### config.mk
export PLATFORM = sky130hd
export DESIGN_NAME = spi_sample_writer_flat
export DESIGN_NICKNAME = d
export VERILOG_FILES = /design/src/rtl/spi_sample_writer_if.sv /design/src/rtl/spi_sample_writer.sv /design/src/flat_wrapper.sv
export SDC_FILE = /design/constraint.sdc
export NUM_CORES = 1
export LEC_CHECK = 0
export ABC_AREA = 1
export CAP_MARGIN = 20
export CORE_MARGIN = 3
export CORE_UTILIZATION = 25
export DETAILED_ROUTE_END_ITERATION = 8
export SYNTH_ARGS = -nofsm -noshare
export SYNTH_HDL_FRONTEND = slang
export SYNTH_SLANG_ARGS = --single-unit
### constraint.sdc
create_clock -name clk_12mhz -period 2 [get_ports clk_12mhz]
set_clock_uncertainty 0.15 [all_clocks]
set_input_delay 0.4 -clock clk_12mhz [delete_from_list [all_inputs] [get_ports clk_12mhz]]
set_output_delay 0.4 -clock clk_12mhz [all_outputs]
set_load 0.01 [all_outputs]
### src/rtl/spi_sample_writer_if.sv
// Bus bundle for the SPI sample writer: MCU SPI pins on one side, FIFO write port and status on the other.
interface spi_sample_writer_if #(
   parameter int unsigned SAMPLE_WIDTH   = 16,
   parameter int unsigned DROP_CNT_WIDTH = 8
);
   logic                      spi_sclk;
   logic                      spi_cs_n;
   logic                      spi_mosi;
   logic                      fifo_full;
   logic                      fifo_write_en;
   logic [SAMPLE_WIDTH-1:0]   fifo_wdata;
   logic                      overflow;
   logic [DROP_CNT_WIDTH-1:0] drop_count;
   logic                      frame_error;

   modport slave (
      input  spi_sclk, spi_cs_n, spi_mosi, fifo_full,
      output fifo_write_en, fifo_wdata, overflow, drop_count, frame_error
   );

   modport master (
      output spi_sclk, spi_cs_n, spi_mosi, fifo_full,
      input  fifo_write_en, fifo_wdata, overflow, drop_count, frame_error
   );
endinterface

### src/rtl/spi_sample_writer.sv
// MCU-facing SPI mode-0 slave: oversamples the SPI pins, assembles 16-bit PCM words
// and writes them into the sample FIFO, dropping and counting words when it is full.
module spi_sample_writer #(
   parameter int unsigned SAMPLE_WIDTH   = 16,
   parameter int unsigned SYNC_STAGES    = 2,
   parameter int unsigned DROP_CNT_WIDTH = 8
) (
   input  logic               clk_12mhz,
   input  logic               reset,
   spi_sample_writer_if.slave bus
);
   localparam int unsigned CNT_W = $clog2(SAMPLE_WIDTH);
   localparam int unsigned LAST  = SYNC_STAGES - 1;
   localparam logic [CNT_W-1:0] LAST_BIT = CNT_W'(SAMPLE_WIDTH - 1);

   typedef enum logic [1:0] {IDLE, SHIFT, WRITE} state_t;

   state_t                    state_q, state_d;
   logic [CNT_W-1:0]          bit_cnt_q, bit_cnt_d;
   logic [SAMPLE_WIDTH-1:0]   shift_q, shift_d;
   logic [SAMPLE_WIDTH-1:0]   word_q, word_d;
   logic [SAMPLE_WIDTH-1:0]   wdata_q, wdata_d;
   logic                      overflow_q, overflow_d;
   logic [DROP_CNT_WIDTH-1:0] drop_q, drop_d;
   logic                      frame_err_q, frame_err_d;

   logic [SYNC_STAGES-1:0]    sclk_sync, cs_n_sync, mosi_sync;
   logic                      sclk_rise, cs_rise, cs_n_s, mosi_s;
   logic                      write_c;

   // Equal-depth synchronizers keep sclk, cs_n and mosi cycle-aligned
   always_ff @(posedge clk_12mhz) begin
      if (reset) begin
         sclk_sync <= '0;
         cs_n_sync <= '1;
         mosi_sync <= '0;
      end else begin
         sclk_sync <= {sclk_sync[SYNC_STAGES-2:0], bus.spi_sclk};
         cs_n_sync <= {cs_n_sync[SYNC_STAGES-2:0], bus.spi_cs_n};
         mosi_sync <= {mosi_sync[SYNC_STAGES-2:0], bus.spi_mosi};
      end
   end

   assign sclk_rise = sclk_sync[LAST-1] & ~sclk_sync[LAST];
   assign cs_rise   = cs_n_sync[LAST-1] & ~cs_n_sync[LAST];
   // Newest aligned cs_n sample, so a rise seen during WRITE already steers back to IDLE
   assign cs_n_s    = cs_n_sync[LAST-1];
   assign mosi_s    = mosi_sync[LAST];

   always_ff @(posedge clk_12mhz) begin
      if (reset) begin
         state_q     <= IDLE;
         bit_cnt_q   <= '0;
         shift_q     <= '0;
         word_q      <= '0;
         wdata_q     <= '0;
         overflow_q  <= 1'b0;
         drop_q      <= '0;
         frame_err_q <= 1'b0;
      end else begin
         state_q     <= state_d;
         bit_cnt_q   <= bit_cnt_d;
         shift_q     <= shift_d;
         word_q      <= word_d;
         wdata_q     <= wdata_d;
         overflow_q  <= overflow_d;
         drop_q      <= drop_d;
         frame_err_q <= frame_err_d;
      end
   end

   always_comb begin
      state_d     = state_q;
      bit_cnt_d   = bit_cnt_q;
      shift_d     = shift_q;
      word_d      = word_q;
      wdata_d     = wdata_q;
      overflow_d  = overflow_q;
      drop_d      = drop_q;
      frame_err_d = 1'b0;

      case (state_q)
         IDLE: begin
            if (!cs_n_s) begin
               state_d   = SHIFT;
               bit_cnt_d = '0;
            end
         end
         SHIFT: begin
            // A cs_n rise wins over a coincident sclk rise
            if (cs_rise) begin
               frame_err_d = (bit_cnt_q != '0);
               state_d     = IDLE;
            end else if (sclk_rise) begin
               shift_d   = {shift_q[SAMPLE_WIDTH-2:0], mosi_s};
               bit_cnt_d = bit_cnt_q + CNT_W'(1);
               if (bit_cnt_q == LAST_BIT) begin
                  word_d  = shift_d;
                  state_d = WRITE;
               end
            end
         end
         WRITE: begin
            if (bus.fifo_full) begin
               overflow_d = 1'b1;
               if (drop_q != '1) drop_d = drop_q + DROP_CNT_WIDTH'(1);
            end else begin
               wdata_d = word_q;
            end
            bit_cnt_d = '0;
            state_d   = cs_n_s ? IDLE : SHIFT;
         end
         default: state_d = IDLE;
      endcase
   end

   // The strobe must see fifo_full in the same cycle, so it is decoded from state
   assign write_c = (state_q == WRITE) && !bus.fifo_full;

   assign bus.fifo_write_en = write_c;
   assign bus.fifo_wdata    = write_c ? word_q : wdata_q;
   assign bus.overflow      = overflow_q;
   assign bus.drop_count    = drop_q;
   assign bus.frame_error   = frame_err_q;
endmodule

### src/flat_wrapper.sv
// flat-port wrapper written by rule: the top's interface ports become plain ports
module spi_sample_writer_flat 
#(
   parameter int unsigned SAMPLE_WIDTH   = 16,
   parameter int unsigned SYNC_STAGES    = 2,
   parameter int unsigned DROP_CNT_WIDTH = 8
)
  (clk_12mhz, reset, bus_spi_sclk, bus_spi_cs_n, bus_spi_mosi, bus_fifo_full, bus_fifo_write_en, bus_fifo_wdata, bus_overflow, bus_drop_count, bus_frame_error);
  spi_sample_writer_if #(.SAMPLE_WIDTH(SAMPLE_WIDTH), .DROP_CNT_WIDTH(DROP_CNT_WIDTH)) bus_i ();
  input  logic clk_12mhz;
  input  logic reset;
  input wire logic [$bits(bus_i.spi_sclk)-1:0] bus_spi_sclk;
  input wire logic [$bits(bus_i.spi_cs_n)-1:0] bus_spi_cs_n;
  input wire logic [$bits(bus_i.spi_mosi)-1:0] bus_spi_mosi;
  input wire logic [$bits(bus_i.fifo_full)-1:0] bus_fifo_full;
  output wire logic [$bits(bus_i.fifo_write_en)-1:0] bus_fifo_write_en;
  output wire logic [$bits(bus_i.fifo_wdata)-1:0] bus_fifo_wdata;
  output wire logic [$bits(bus_i.overflow)-1:0] bus_overflow;
  output wire logic [$bits(bus_i.drop_count)-1:0] bus_drop_count;
  output wire logic [$bits(bus_i.frame_error)-1:0] bus_frame_error;
  assign bus_i.spi_sclk = bus_spi_sclk;
  assign bus_i.spi_cs_n = bus_spi_cs_n;
  assign bus_i.spi_mosi = bus_spi_mosi;
  assign bus_i.fifo_full = bus_fifo_full;
  assign bus_fifo_write_en = bus_i.fifo_write_en;
  assign bus_fifo_wdata = bus_i.fifo_wdata;
  assign bus_overflow = bus_i.overflow;
  assign bus_drop_count = bus_i.drop_count;
  assign bus_frame_error = bus_i.frame_error;
  spi_sample_writer #(.SAMPLE_WIDTH(SAMPLE_WIDTH), .SYNC_STAGES(SYNC_STAGES), .DROP_CNT_WIDTH(DROP_CNT_WIDTH)) u_core (.clk_12mhz(clk_12mhz), .reset(reset), .bus(bus_i));
endmodule
---- Word level (Yosys, flattened, before mapping) ----
Index checks and enable logic that the tools add are counted.
operators by class
  bitwise operators ....................... 7
  eq/ne operators ......................... 9
  reductions and logical operators ........ 13
  mux-type cells .......................... 11
  add/subtract/negate cells ............... 2
operators by type and width
  kind                                                   number
  two-way mux 16 bit                                     1
  two-way mux 4 bit                                      3
  case mux 4 bit (3 select lines)                        1
  AND reduction 3 bit                                    3
  adder 8 x 1 -> 8 bit, second input constant            1
  two-way mux 2 bit                                      4
  inequality test 8 bit, second input constant           1
  AND reduction 4 bit                                    2
  inequality test 3 x 1 -> 1 bit, second input constant  2
  case mux 2 bit (3 select lines)                        1
  NOT 1 bit                                              5
  adder 4 x 1 -> 4 bit, second input constant            1
  == test 4 bit, second input constant                   1
  inequality test 2 bit, second input constant           2
  AND reduction 2 bit                                    2
  nonzero test 4 bit                                     1
  nonzero test 3 bit                                     1
  OR reduction 3 bit                                     1
  AND 1 bit                                              2
  == test 2 x 1 -> 1 bit, second input constant          1
  == test 2 bit, second input constant                   1
  logical NOT 2 bit                                      1
  inequality test 2 x 1 -> 1 bit, second input constant  1
  logical AND 1 bit                                      1
  2 further kinds                                        2
storage, ports and cells
  output and inout port bits .............. 27
  bits of input ports ..................... 6
  bits in registers ....................... 69

---- Logic depth before layout (Yosys ltp) ----
Gate-level depths: netlist of run 1.
  depth in word-level cells ............... 5
  mapped depth ............................ 8

---- Least setup slack after synthesis of run 1 ----
No wires, ideal clock.
  kind .................................... in2out
  from .................................... in bus_fifo_full
  to ...................................... out bus_fifo_wdata[0]
  path buffers ............................ 1
  arrival time ............................ 1.112 ns
  stages on the path ...................... 6
  setup slack ............................. 0.338 ns
  path through ............................ inv_1 > nand3_2 > buf_2 > nand2_1 > inv_1 > a21oi_1
between the ends
  longest elaborated chain between the ends .. 3
ends and longest elaborated chain
  item                RTL line                  source
  from (decl)         flat_wrapper.sv:15        input wire logic [$bits(bus_i.fifo_full)-1:0] bus_fifo_full;
  logical NOT 1 bit   spi_sample_writer.sv:118  assign write_c = (state_q == WRITE) && !bus.fifo_full;
  logical AND 1 bit   spi_sample_writer.sv:118
  two-way mux 16 bit  spi_sample_writer.sv:121  assign bus.fifo_wdata = write_c ? word_q : wdata_q;
  to (decl)           flat_wrapper.sv:17        output wire logic [$bits(bus_i.fifo_wdata)-1:0] bus_fifo_wdata;
No other way between the ends.

---- Worst setup path in the final report of run 1 ----
  from .................................... in bus_fifo_full
  to ...................................... out bus_fifo_write_en
between the ends
  longest elaborated chain between the ends .. 2
ends and longest elaborated chain
  item               RTL line                  source
  logical NOT 1 bit  spi_sample_writer.sv:118
  logical AND 1 bit  spi_sample_writer.sv:118
  to (decl)          flat_wrapper.sv:16        output wire logic [$bits(bus_i.fifo_write_en)-1:0] bus_fifo_write_en;
No other way between the ends.

==> results of run 1 <==
[power by group through the flow]
stage,sequential [uW],combinational [uW],clock (uW)
6_report,1400,108,1690
5_1_grt,1400,124,1780
3_3_place_gp,1430,104,0
3_5_place_dp,1430,106,0
4_1_cts,1400,108,1740
2_1_floorplan,1430,71.5,0
[metrics by stage]
stage / hold WS (ns) / TNS (ns) / cell area, sq um
after floorplan: 0.2383 / 0 / 2899
after global placement: 0.2464 / -10.12 / 3525
after detailed placement: 0.2452 / -10.36 / 3525
after CTS: 0.2527 / 0 / 3821
after global routing: 0.2813 / 0 / 3826
final: 0.2503 / 0 / 3826
[worst max-delay path: stages]
cell	delay, ns
sky130_fd_sc_hd__dlygate4sd2_1	0.25
sky130_fd_sc_hd__inv_2	0.08
sky130_fd_sc_hd__nand3_4	0.10
sky130_fd_sc_hd__inv_2	0.12
sky130_fd_sc_hd__buf_8	0.16
sky130_fd_sc_hd__clkdlybuf4s15_1	0.25
[logic make-up (layout without fill, tap and decap cells)]
family | after synthesis | after routing | synth area share (%)
AOI/OAI and AO/OA | 90 | 90 | 17.00
xor gates and xnor gates | 2 | 2 | 0.6043
adders and majority gates | 3 | 3 | 1.295
buffers and inverters | 90 | 152 | 12.95
DFF | 69 | 69 | 47.65
and+or+nand+nor | 136 | 136 | 20.50
[per-layer routing]
| metal | vias to the layer above | GRT usage (%) | part of all wire, % | wire length (microns) |
|---|---|---|---|---|
| met5 | - | 0 | 0 | 0 |
| met4 | 0 | 5.529 | 2.2 | 132 |
| met3 | 10 | 1.751 | 3.0 | 180 |
| met2 | 30 | 15.74 | 47 | 2793 |
| met1 | 1115 | 12.23 | 48 | 2857 |
| li1 | 1348 | - | - | - |
[state kept, by name, summed over array words and instances (netlist names)]
name and flops:
u_core.bus.overflow 1, u_core.mosi_sync 2, u_core.cs_n_sync 2, u_core.shift_q 15, u_core.word_q 16, u_core.sclk_sync 2, u_core.state_q 2, u_core.wdata_q 16
u_core.bus.drop_count 8, u_core.bus.frame_error 1, u_core.bit_cnt_q 4
[synthesized netlist by cell type (all sizes together)]
cell / count
a211oi: 16
a21oi: 41
buf: 9
clkbuf: 8
clkinv: 2
dfxtp: 69
ha: 3
inv: 71
nand2: 51
nand3: 16
nand3b: 1
nand4: 5
nor2: 60
nor3: 2
o21a: 1
o21ai: 32
or2: 1
xnor2: 1
xor2: 1
[worst max path at each step]
stage	end	slack (ns)	startpoint
finish	bus_fifo_write_en	0.08	bus_fifo_full
global route	bus_fifo_wdata[14]	0.002	u_core.state_q[0]
CTS	bus_fifo_write_en	0.04	u_core.state_q[0]
detailed placement	bus_fifo_wdata[3]	-0.68	bus_fifo_full
global placement	bus_fifo_wdata[15]	-0.66	bus_fifo_full
floorplan	bus_fifo_wdata[0]	0.34	bus_fifo_full
[timing repair]
action	in CTS	in global routing
resized for setup	77	2
hold endpoints to repair	0	0
endpoints found under the setup margin	17	27
buffers inserted	2	0
[cell type report]
cell class	instances	area, sq um
clock buffer	10	239.0
clock inverter	6	86.33
fill	1143	7252
inverter	73	275.3
multi-input combinational	231	1170
sequential	69	1381
tap	140	175.2
timing repair buffer	63	499.2
==> summary by stage, run 1 <==
Status
The flow ran to the end, and the final reports show no timing, DRC or antenna violations.

Power
The worst voltage drop across the vdd grid is 0.0003576 V. Summed over all cells, the static leakage comes to 0.001589 uW. Of the total power, registers draw 43.8%. The overall power consumption is around 3200 uW. The fraction of power spent switching nets is between 20% and 30%. The power share of the combinational group is under 10%. The share of total power dissipated in the clock network is 52.8%.

Internal power comes to 2554 uW. The power density of the placed cells is 835.6 mW/mm^2. The total net switching power is 643.0 uW.

Synthesis
The number of instances in the synthesized netlist is 390. The fraction of post-synthesis cell area in the top cell type by area is 47.65%. The distinct cell type count of the synthesized netlist is 31. The largest total area in the synthesized netlist belongs to sky130_fd_sc_hd__dfxtp_1.

The flip-flop and latch count after synthesis is 69. A synthesized cell averages between 7 and 8 sq um. For this run, the number of Yosys warnings is 0. The number of nets handed over by synthesis was 399.

The synthesized netlist occupies a cell area of roughly 0.0029 sq mm. The post-synthesis sequential area ratio is a little under half. By area the synthesized netlist is led by sky130_fd_sc_hd__dfxtp_1, sky130_fd_sc_hd__inv_1, sky130_fd_sc_hd__nor2_1.

Timing
Setup violations remaining at the end of the flow were counted as 0. In the post-route analysis, the smallest setup slack over all paths is 0.07998 ns. The time the worst path needs with I/O delays and setup is 1.920 ns. At the pin with the least slew margin, the transition time is 0.5676 ns. Setup repair after global routing left no endpoint under its margin. The final hold violation count is 0.

After layout, the worst path uses 96.00% of the clock period. Derived from the worst setup path, the maximum achievable clock frequency is 520.8 MHz. The final max-slew violation count is 0. The worst pin sits at a relative slew slack of 61.76%.

Place
The global placer's final weighted congestion is 0.7981. Port buffering added 32 buffers. Detailed placement finished with a half-perimeter wire length of 4.186 mm.

At the placement stage, the worst setup path has a slack of -0.6800 ns. Once placement completed, the tool counted placed cells totaling 574.

Setup path
STA classifies the critical path endpoint as an output pin. The worst register-to-register path has a depth of 6. The setup path with the least slack is of type primary input to output pin. The worst setup path is launched from a primary input. For flop-to-flop paths, the worst setup slack is 0.29 ns. Data on the critical path arrives at its endpoint at 1.37 ns. The capture instance of the worst register-to-register path is u_core.word_q[15]. Of all nets on the critical path, the largest fanout is 15. The worst register-to-register path begins at u_core.bit_cnt_q[1]. The data required time at the worst endpoint is 1.45 ns.

Final layout
At the end of the flow, the number of nets in the layout was 456. 0 antenna diodes ended up in the layout. Leaving out fill and tap cells, the most frequent cells in the layout are sky130_fd_sc_hd__dfxtp_1, sky130_fd_sc_hd__inv_1, sky130_fd_sc_hd__nor2_1.

The library cell used most frequently in the layout, excluding fill and tap cells, is sky130_fd_sc_hd__dfxtp_1. The final core utilization is 34.54%. The number of standard cells in the layout, taps in and fillers out is 592.

Of the cells placed in the final design, the portion with a size suffix greater than 1 is between 15 and 20%. The synthesis-to-layout area growth is 31.98%.

Floorplan
The die is 113.7 microns tall. The core area is 0.01108 sq mm. Once the floorplan was initialized, standard cells occupied approximately a quarter of the core.

Pin placement for this block handled 33 I/O pins. The number of standard-cell rows in the floorplan is 38. The die boundary width is 113.7 microns. The die footprint is 0.01292 sq mm.

CTS
In this run the number of H-tree levels came out at 3. The CTS buffer count is 9. The clock net in this run drives a total of 69 sinks.

In this run the deepest clock path goes through 2 buffers. The post-CTS clock slew at the launch and capture registers of the worst setup and hold paths is ~0.05 ns. TritonCTS built the clock tree. The cell sitting at the root of the clock tree is a sky130_fd_sc_hd__clkbuf_16. Buffers inserted to repair hold after CTS numbered 0. The clock latency reported for the late side of the worst-skew pair is ~0.32 ns.

Min path
Counting instances, the worst hold path has a depth of 2. The classification of the worst-slack hold path is register to register. The endpoint with the worst hold slack is u_core.mosi_sync[1].

The worst hold path begins at u_core.mosi_sync[0].

GRT
The pin count of the biggest net entering global routing is 38. The first global-routing pass estimated roughly 10 mm of wire. The number of antenna violations at the first check in global routing came to 0. The via count of the first global-routing pass is roughly 2,400. The total overflow left after global routing is 0. Global routing used 9.747% of the available tracks across all layers.

Routing
In the routed design, unresolved DRC markers number 0. The post-detailed-routing wire length is 5.964 mm. The detailed-routing iteration count for the pre-antenna-repair pass is 4. The initial detailed-routing violation count is 142.

The average wire length per cell after detail routing is approximately 10 microns. The total number of vias is 2,503. The count of nets left with antenna violations once routing finished came out at 0. The ratio of routed vias to standard cells is 4.228.

Run
Max-cap violations in this run came to 0.
(Power assumes the default switching activity.)
==> inputs of run 2 (changes only) <==
--- a/config.mk
+++ b/config.mk
@@ -10,6 +10,8 @@
 export CORE_MARGIN = 3
 export CORE_UTILIZATION = 25
 export DETAILED_ROUTE_END_ITERATION = 8
+export MAX_ROUTING_LAYER = met4
+export PLACE_DENSITY = 0.43
 export SYNTH_ARGS = -nofsm -noshare
 export SYNTH_HDL_FRONTEND = slang
 export SYNTH_SLANG_ARGS = --single-unit
==> run 2 against run 1 <==
Compared with the run above:
- fmax grew 0.39%
- wire length is 6.7% higher
- clock power barely moved
- cell count is 0.68% higher
- worst setup slack improved by 0.0074 ns
- first-iteration DRC count increased by 2.1%
- critical path depth unchanged
- power rose by 0.36%
- non-clock buffer count is 4 higher
- largest cell class unchanged
- highest routed layer unchanged
==> summary by stage, run 2 (synthesis results as in run 1) <==
Status
The run finished with clean final reports.

Setup path
STA classifies the critical path endpoint as an output pin. The length in cells of the worst reg-to-reg path is 8 (+2). The register-to-register path setup slack is 0.32 ns (+0.03 ns).

The data required time at the worst endpoint is 1.45 ns (about the same). The slowest stage cell on the critical path is sky130_fd_sc_hd__dlygate4sd2_1. The most numerous cell on the critical path is sky130_fd_sc_hd__inv_2. The worst stage delay on the critical path was 0.25 ns (about the same). The worst setup path is of the primary input to output pin kind. The endpoint arrival time on the critical path was 1.36 ns (about the same). The capture instance of the worst register-to-register path is u_core.bus.drop_count[7].

The sort of element at the start of the critical path is a primary input. The largest fanout of any net on the critical path is 11 (-4). The launching point of the worst reg2reg path is u_core.bus.drop_count[0]. Traced cell by cell, the critical path runs through dlygate4sd2_1, inv_2, nand3_4, inv_2, buf_6, clkdlybuf4s15_1.

GRT
The pin count of the biggest net entering global routing is 34 (-11%). The wire length of the first global-routing pass came to 11.17 mm (+7.4%). The met3 routing resource usage after global routing was 1.645% (-0.11 points). The met2 routing resource usage after global routing is 16.53% (+0.79 points). The overflow left after global routing is 0 (unchanged). The met1 usage in global routing is 14.30% (+2.1 points). The number of antenna violations at the first check in global routing came to 0 (unchanged). The overall fraction of global-route tracks in use is 10.86% (+1.1 points). The layer with the highest usage is met2.

The via count of the first global-routing pass was 2,428 (+2.8%).

Routing
The DRC violations left is 0 (unchanged). The residual antenna-violating net count after detailed routing is 0 (unchanged). The detailed-routing iteration count for the pre-antenna-repair pass is 4 (unchanged). The ratio of routed vias to standard cells is 4.279 (+1.2%). The total number of vias is 2,550 (+1.9%). The post-detailed-routing wire length is 6.363 mm (+6.7%). The average wire length per cell after detail routing is 10.68 microns (+6.0%). The initial detailed-routing violation count is 145 (+2.1%).

Timing
The final max-slew violation count came to 0 (unchanged). The share of the clock period used by the worst path after layout is 95.63% (-0.37 points). The highest clock frequency the design can meet is 522.8 MHz (+0.39%). The relative max-transition margin is 82.66% (+21 points).

The final setup violation count is 0 (unchanged). The time the worst path needs with I/O delays and setup came to 1.913 ns (-0.007373 ns). The slew of the pin with the lowest slew margin is 0.2581 ns (-0.3096 ns). The final hold violation count is 0 (unchanged).

Final layout
The share of final-layout standard cells stronger than drive strength 1 was 19.96% (+2.0 points). The count of inserted antenna diode cells is 0 (unchanged). The multi-input logic area is 0.001180 sq mm (+0.86%). The fill cell total of the finished layout is 1,201 (+5.1%). The top cell types in the final layout, fill and taps aside, are sky130_fd_sc_hd__inv_1, sky130_fd_sc_hd__dfxtp_1, sky130_fd_sc_hd__nor2_1. The storage element area is 0.001384 sq mm (+0.18%). The final core utilization came to 34.99% (+0.45 points). The net count reported at finish was 460 (+0.88%). In the final layout, the registers with the most flip-flops are u_core.wdata_q: 16 flops, u_core.word_q: 16 flops, u_core.shift_q: 15 flops. The area growth from synthesis to layout is 33.71%.

Min path
The endpoint with the worst hold slack is u_core.mosi_sync[1]. The path class of the tightest hold or removal check is register to register. The worst hold path cell count is 2 (unchanged). The startpoint identified for the worst hold timing path is u_core.mosi_sync[0].

CTS
The number of post-CTS setup repair buffers is 0 (-2). The number of buffers on the longest clock path is 2 (unchanged). The CTS tree is done. The total clock sinks was 69 (unchanged).

The post-CTS clock slew at the launch and capture registers of the worst setup and hold paths came to 0.05 ns (about the same). The root buffer cell chosen for the clock tree is sky130_fd_sc_hd__clkbuf_16. The CTS H-tree depth is 3 (unchanged). The clock latency reported for the late side of the worst-skew pair is 0.32 ns (about the same).

The CTS buffer count is 9 (unchanged).

Floorplan
The number of standard-cell rows in the floorplan is 38 (unchanged). The initial cell density of the core was 26.17% (unchanged). The die footprint is 0.01292 sq mm (unchanged). The die outline height is 113.7 microns (unchanged). The core area is 0.01108 sq mm (unchanged). The I/O pin count was 33 (unchanged). The die boundary width is 113.7 microns (unchanged).

Place
The number of input and output port buffers inserted is 32 (unchanged). The global placer's final weighted congestion is 0.7739 (-3.0%). The HPWL after detailed placement is 4.356 mm (+4.1%).

Run
The reported max-cap violation count is 0 (unchanged).

Power
The power density of the placed cells is 827.7 mW/mm^2 (-0.94%). The worst voltage drop across the vdd grid was 0.0003680 V (+2.9%). The leakage power figure was 0.001596 uW (+0.43%). The overall power consumption was 3208 uW (+0.36%).
## run 2: changes by cell type in the layout (fill, tap and decap cells not counted), sizes merged
cell and delta:
inv +1, buf +4, clkbuf -1
## run 2: per-layer routing
metal | vias up | wire [microns]
met3 | 6 | 221
li1 | 1359 | -
met1 | 1149 | 3197
met4 | 0 | 95
met5 | - | 0
met2 | 36 | 2848
## run 2: through the flow
step                area [sq um]  cells  hold slack, ns  worst slack, ns   TNS [ns]
finish                      3876    596          0.2545          0.08735          0
global route                3876    596          0.2942        -0.005979  -0.005979
CTS                         3862    596          0.2617          0.02127          0
detailed placement          3582    580          0.2537          -0.6705     -10.47
global placement            3582    580          0.2489          -0.6910     -10.61
floorplan                   2899    390          0.2383           0.3383          0
## run 2: worst max-delay path, delay by kind of cell
family	cells	cell delay, ns
and+or+nand+nor	1	0.11
buffers and inverters	5	0.85
## run 2: worst max path at each step
stage                      startpoint  cells past startpoint                 end
floorplan               bus_fifo_full                      6   bus_fifo_wdata[0]
global placement        bus_fifo_full                      8   bus_fifo_wdata[0]
detailed placement      bus_fifo_full                      8   bus_fifo_wdata[0]
CTS                 u_core.state_q[0]                      5   bus_fifo_write_en
global route        u_core.state_q[0]                      7  bus_fifo_wdata[10]
finish                  bus_fifo_full                      6   bus_fifo_write_en
## run 2: power by group
part / switching, uW / internal [uW] / total [uW]
Clock: 598 / 1100 / 1700
Combinational: 68.7 / 43.7 / 112
Sequential: 9.57 / 1390 / 1400
## run 2: what timing repair did
item / in CTS / in global routing
resized for setup: 77 / 6
endpoints found under the setup margin: 17 / 17
hold buffers: 0 / 0
pin swaps: 0 / 1
## run 2: cell type report
| class | count | share of cell area, % |
|---|---|---|
| clock buffer | 9 | 5.810 |
| clock inverter | 7 | 2.550 |
| inverter | 73 | 7.101 |
| multi-input combinational | 231 | 30.44 |
| sequential | 69 | 35.70 |
| tap | 140 | 4.519 |
| timing repair buffer | 67 | 13.88 |
==> inputs of run 3 (changes only) <==
--- a/config.mk
+++ b/config.mk
@@ -6,12 +6,12 @@
 export NUM_CORES = 1
 export LEC_CHECK = 0
 export ABC_AREA = 1
-export CAP_MARGIN = 20
+export CAP_MARGIN = 25
 export CORE_MARGIN = 3
-export CORE_UTILIZATION = 25
+export CORE_UTILIZATION = 36
 export DETAILED_ROUTE_END_ITERATION = 8
 export MAX_ROUTING_LAYER = met4
-export PLACE_DENSITY = 0.43
+export PLACE_DENSITY = 0.56
 export SYNTH_ARGS = -nofsm -noshare
 export SYNTH_HDL_FRONTEND = slang
 export SYNTH_SLANG_ARGS = --single-unit
==> run 3 against run 2 <==
Compared with the run above:
- critical path type is now register to output pin
- utilization grew 12 points
- wire length down 6.9%
- non-clock buffer count decreased by 1
- critical endpoint is now bus_fifo_wdata[10]
- fmax down 1.2%
==> summary by stage, run 3 (synthesis results as in run 1) <==
Final layout
The count of inserted antenna diode cells was 0 (unchanged). The final design instance area without fill is 0.003682 sq mm (-5.0%). The library cell used most frequently in the layout, excluding fill and tap cells, is sky130_fd_sc_hd__dfxtp_1. The storage element area is 0.001383 sq mm (about the same). The share of final-layout standard cells stronger than drive strength 1 is 18.28% (-1.7 points). The library cells used most frequently in the layout, excluding fill and tap cells, are sky130_fd_sc_hd__dfxtp_1, sky130_fd_sc_hd__inv_1, sky130_fd_sc_hd__nor2_1. The multi-input logic area is 0.001180 sq mm (unchanged). From synthesis to final layout, the design area changed by 27.02%. The fill cell total of the finished layout came to 792 (-34%).

The number of standard cells in the layout, taps in and fillers out came to 556 (-6.7%). The net count reported at finish came to 459 (-0.22%). The largest registers in the layout are u_core.wdata_q: 16 flops, u_core.word_q: 16 flops, u_core.shift_q: 15 flops.

Floorplan
The die boundary width is 95.74 microns (-16%). The core area is 0.007767 sq mm (-30%). The die outline height came to 95.74 microns (-16%). The number of standard-cell rows in the floorplan is 32 (-16%).

The initial cell density of the core is 37.32% (+11 points). The die footprint came to 0.009165 sq mm (-29%). The I/O pin count is 33 (unchanged).

Timing
The time the worst path needs with I/O delays and setup is 1.935 ns (+0.02249 ns). The highest clock frequency the design can meet came to 516.8 MHz (-1.2%). The final max-slew violation count is 0 (unchanged). The final hold violation count is 0 (unchanged).

The final setup violation count is 0 (unchanged). The share of the clock period used by the worst path after layout is 96.76% (+1.1 points). Setup repair after global routing could not meet its margin everywhere. The slew of the pin with the lowest slew margin came to 0.2812 ns (+0.02319 ns). The relative max-transition margin is 81.25% (-1.4 points).

Setup path
The register-to-register path setup slack was 0.31 ns (about the same). The endpoint arrival time on the critical path is 1.39 ns (+0.03 ns). The data required time at the worst endpoint is 1.45 ns (about the same). STA classifies the critical path endpoint as an output pin.

STA classifies the critical path startpoint as a register. The largest fanout of any net on the critical path is 9 (-2). The type of the worst setup path is register to output pin.

Routing
The initial detailed-routing violation count was 87 (-40%). The post-detailed-routing wire length was 5.925 mm (-6.9%). The average wire length per cell after detail routing came to 10.66 microns (-0.18%).

The detailed-routing iteration count for the pre-antenna-repair pass is 4 (unchanged). The ratio of routed vias to standard cells came to 4.385 (+2.5%). The residual antenna-violating net count after detailed routing is 0 (unchanged).

The total number of vias is 2,438 (-4.4%). The DRC violations left is 0 (unchanged).

GRT
The pin count of the biggest net entering global routing is 24 (-29%). The via count of the first global-routing pass is 2,210 (-9.0%). The overall fraction of global-route tracks in use is 14.38% (+3.5 points).

The wire length of the first global-routing pass is 10.03 mm (-10%). The number of antenna violations at the first check in global routing came to 0 (unchanged). The overflow left after global routing is 0 (unchanged).

Run
The reported max-cap violation count is 0 (unchanged).

Status
The run finished with clean final reports.

Power
The power density of the placed cells was 715.4 mW/mm^2 (-14%). The worst voltage drop across the vdd grid came to 0.0003047 V (-17%). The leakage power figure came to 0.001529 uW (-4.2%).

CTS
The clock latency reported for the late side of the worst-skew pair came to 0.34 ns (+0.02 ns). The count of hold-fix buffers inserted at cts was 0 (unchanged). The post-CTS clock slew at the launch and capture registers of the worst setup and hold paths is 0.07 ns (+0.02 ns). The CTS H-tree depth is 3 (unchanged). The CTS buffer count is 9 (unchanged). The number of buffers on the longest clock path is 2 (unchanged). The total clock sinks is 69 (unchanged).

The cell chosen for the clock root is sky130_fd_sc_hd__clkbuf_8. The CTS tree is done.

Place
The instance area at placement is 0.003512 sq mm (-2.0%). The global placer's final weighted congestion is 0.7727 (-0.16%). The number of instances in the placed design is 539 (-7.1%). The number of input and output port buffers inserted is 32 (unchanged). The HPWL after detailed placement is 4.151 mm (-4.7%).

Min path
The classification of the worst-slack hold path is register to register.
-- run 3: critical path, stage by stage, from the launching register on --
cell,delay (ns)
sky130_fd_sc_hd__dfxtp_2,0.34
sky130_fd_sc_hd__inv_2,0.05
sky130_fd_sc_hd__nand3_4,0.07
sky130_fd_sc_hd__inv_2,0.06
sky130_fd_sc_hd__buf_4,0.13
sky130_fd_sc_hd__buf_12,0.13
sky130_fd_sc_hd__a21oi_1,0.13
sky130_fd_sc_hd__buf_2,0.14
-- run 3: what timing repair did --
action                                  4_1_cts  5_1_grt
endpoints found under the setup margin       17       13
gates resized for setup                      71        7
setup buffers                                 2        0
pin swaps                                     0        2
-- run 3: layer usage --
layer	track usage (%)	wire, microns
met1	18.93	3099
met2	21.02	2508
met3	4.300	237
met4	4.976	80
met5	-	0
-- run 3: where the power goes --
group          internal (uW)  switching, uW
Clock                    640            483
Combinational           44.3           67.2
Sequential              1390           9.99
-- run 3: final timing paths --
check,from,to,cells past startpoint
max,u_core.state_q[0],bus_fifo_wdata[10],7
min,u_core.mosi_sync[0],u_core.mosi_sync[1],2
max reg2reg,u_core.bus.drop_count[0],u_core.bus.drop_count[7],8
min reg2reg,u_core.mosi_sync[0],u_core.mosi_sync[1],2
-- run 3: cell type report --
type | instances | area share, %
Sequential cell | 69 | 37.55
Clock inverter | 1 | 0.8155
Tap cell | 102 | 3.466
Clock buffer | 14 | 4.417
Multi-Input combinational cell | 231 | 32.04
Timing Repair Buffer | 66 | 14.24
Inverter | 73 | 7.475
-- run 3: metrics by stage --
step / TNS, ns / setup slack, ns / utilization, % / hold WS, ns / power [uW]
2_1_floorplan: 0 / 0.3383 / - / 0.2383 / 1501
3_3_place_gp: -9.496 / -0.5934 / 45.22 / 0.2408 / 1542
3_5_place_dp: -9.700 / -0.6099 / 45.22 / 0.2458 / 1543
4_1_cts: 0 / 0.01845 / 47.02 / 0.2546 / 2672
5_1_grt: -0.06708 / -0.01444 / 47.41 / 0.2746 / 2736
6_report: 0 / 0.06486 / 47.41 / 0.2526 / 2634
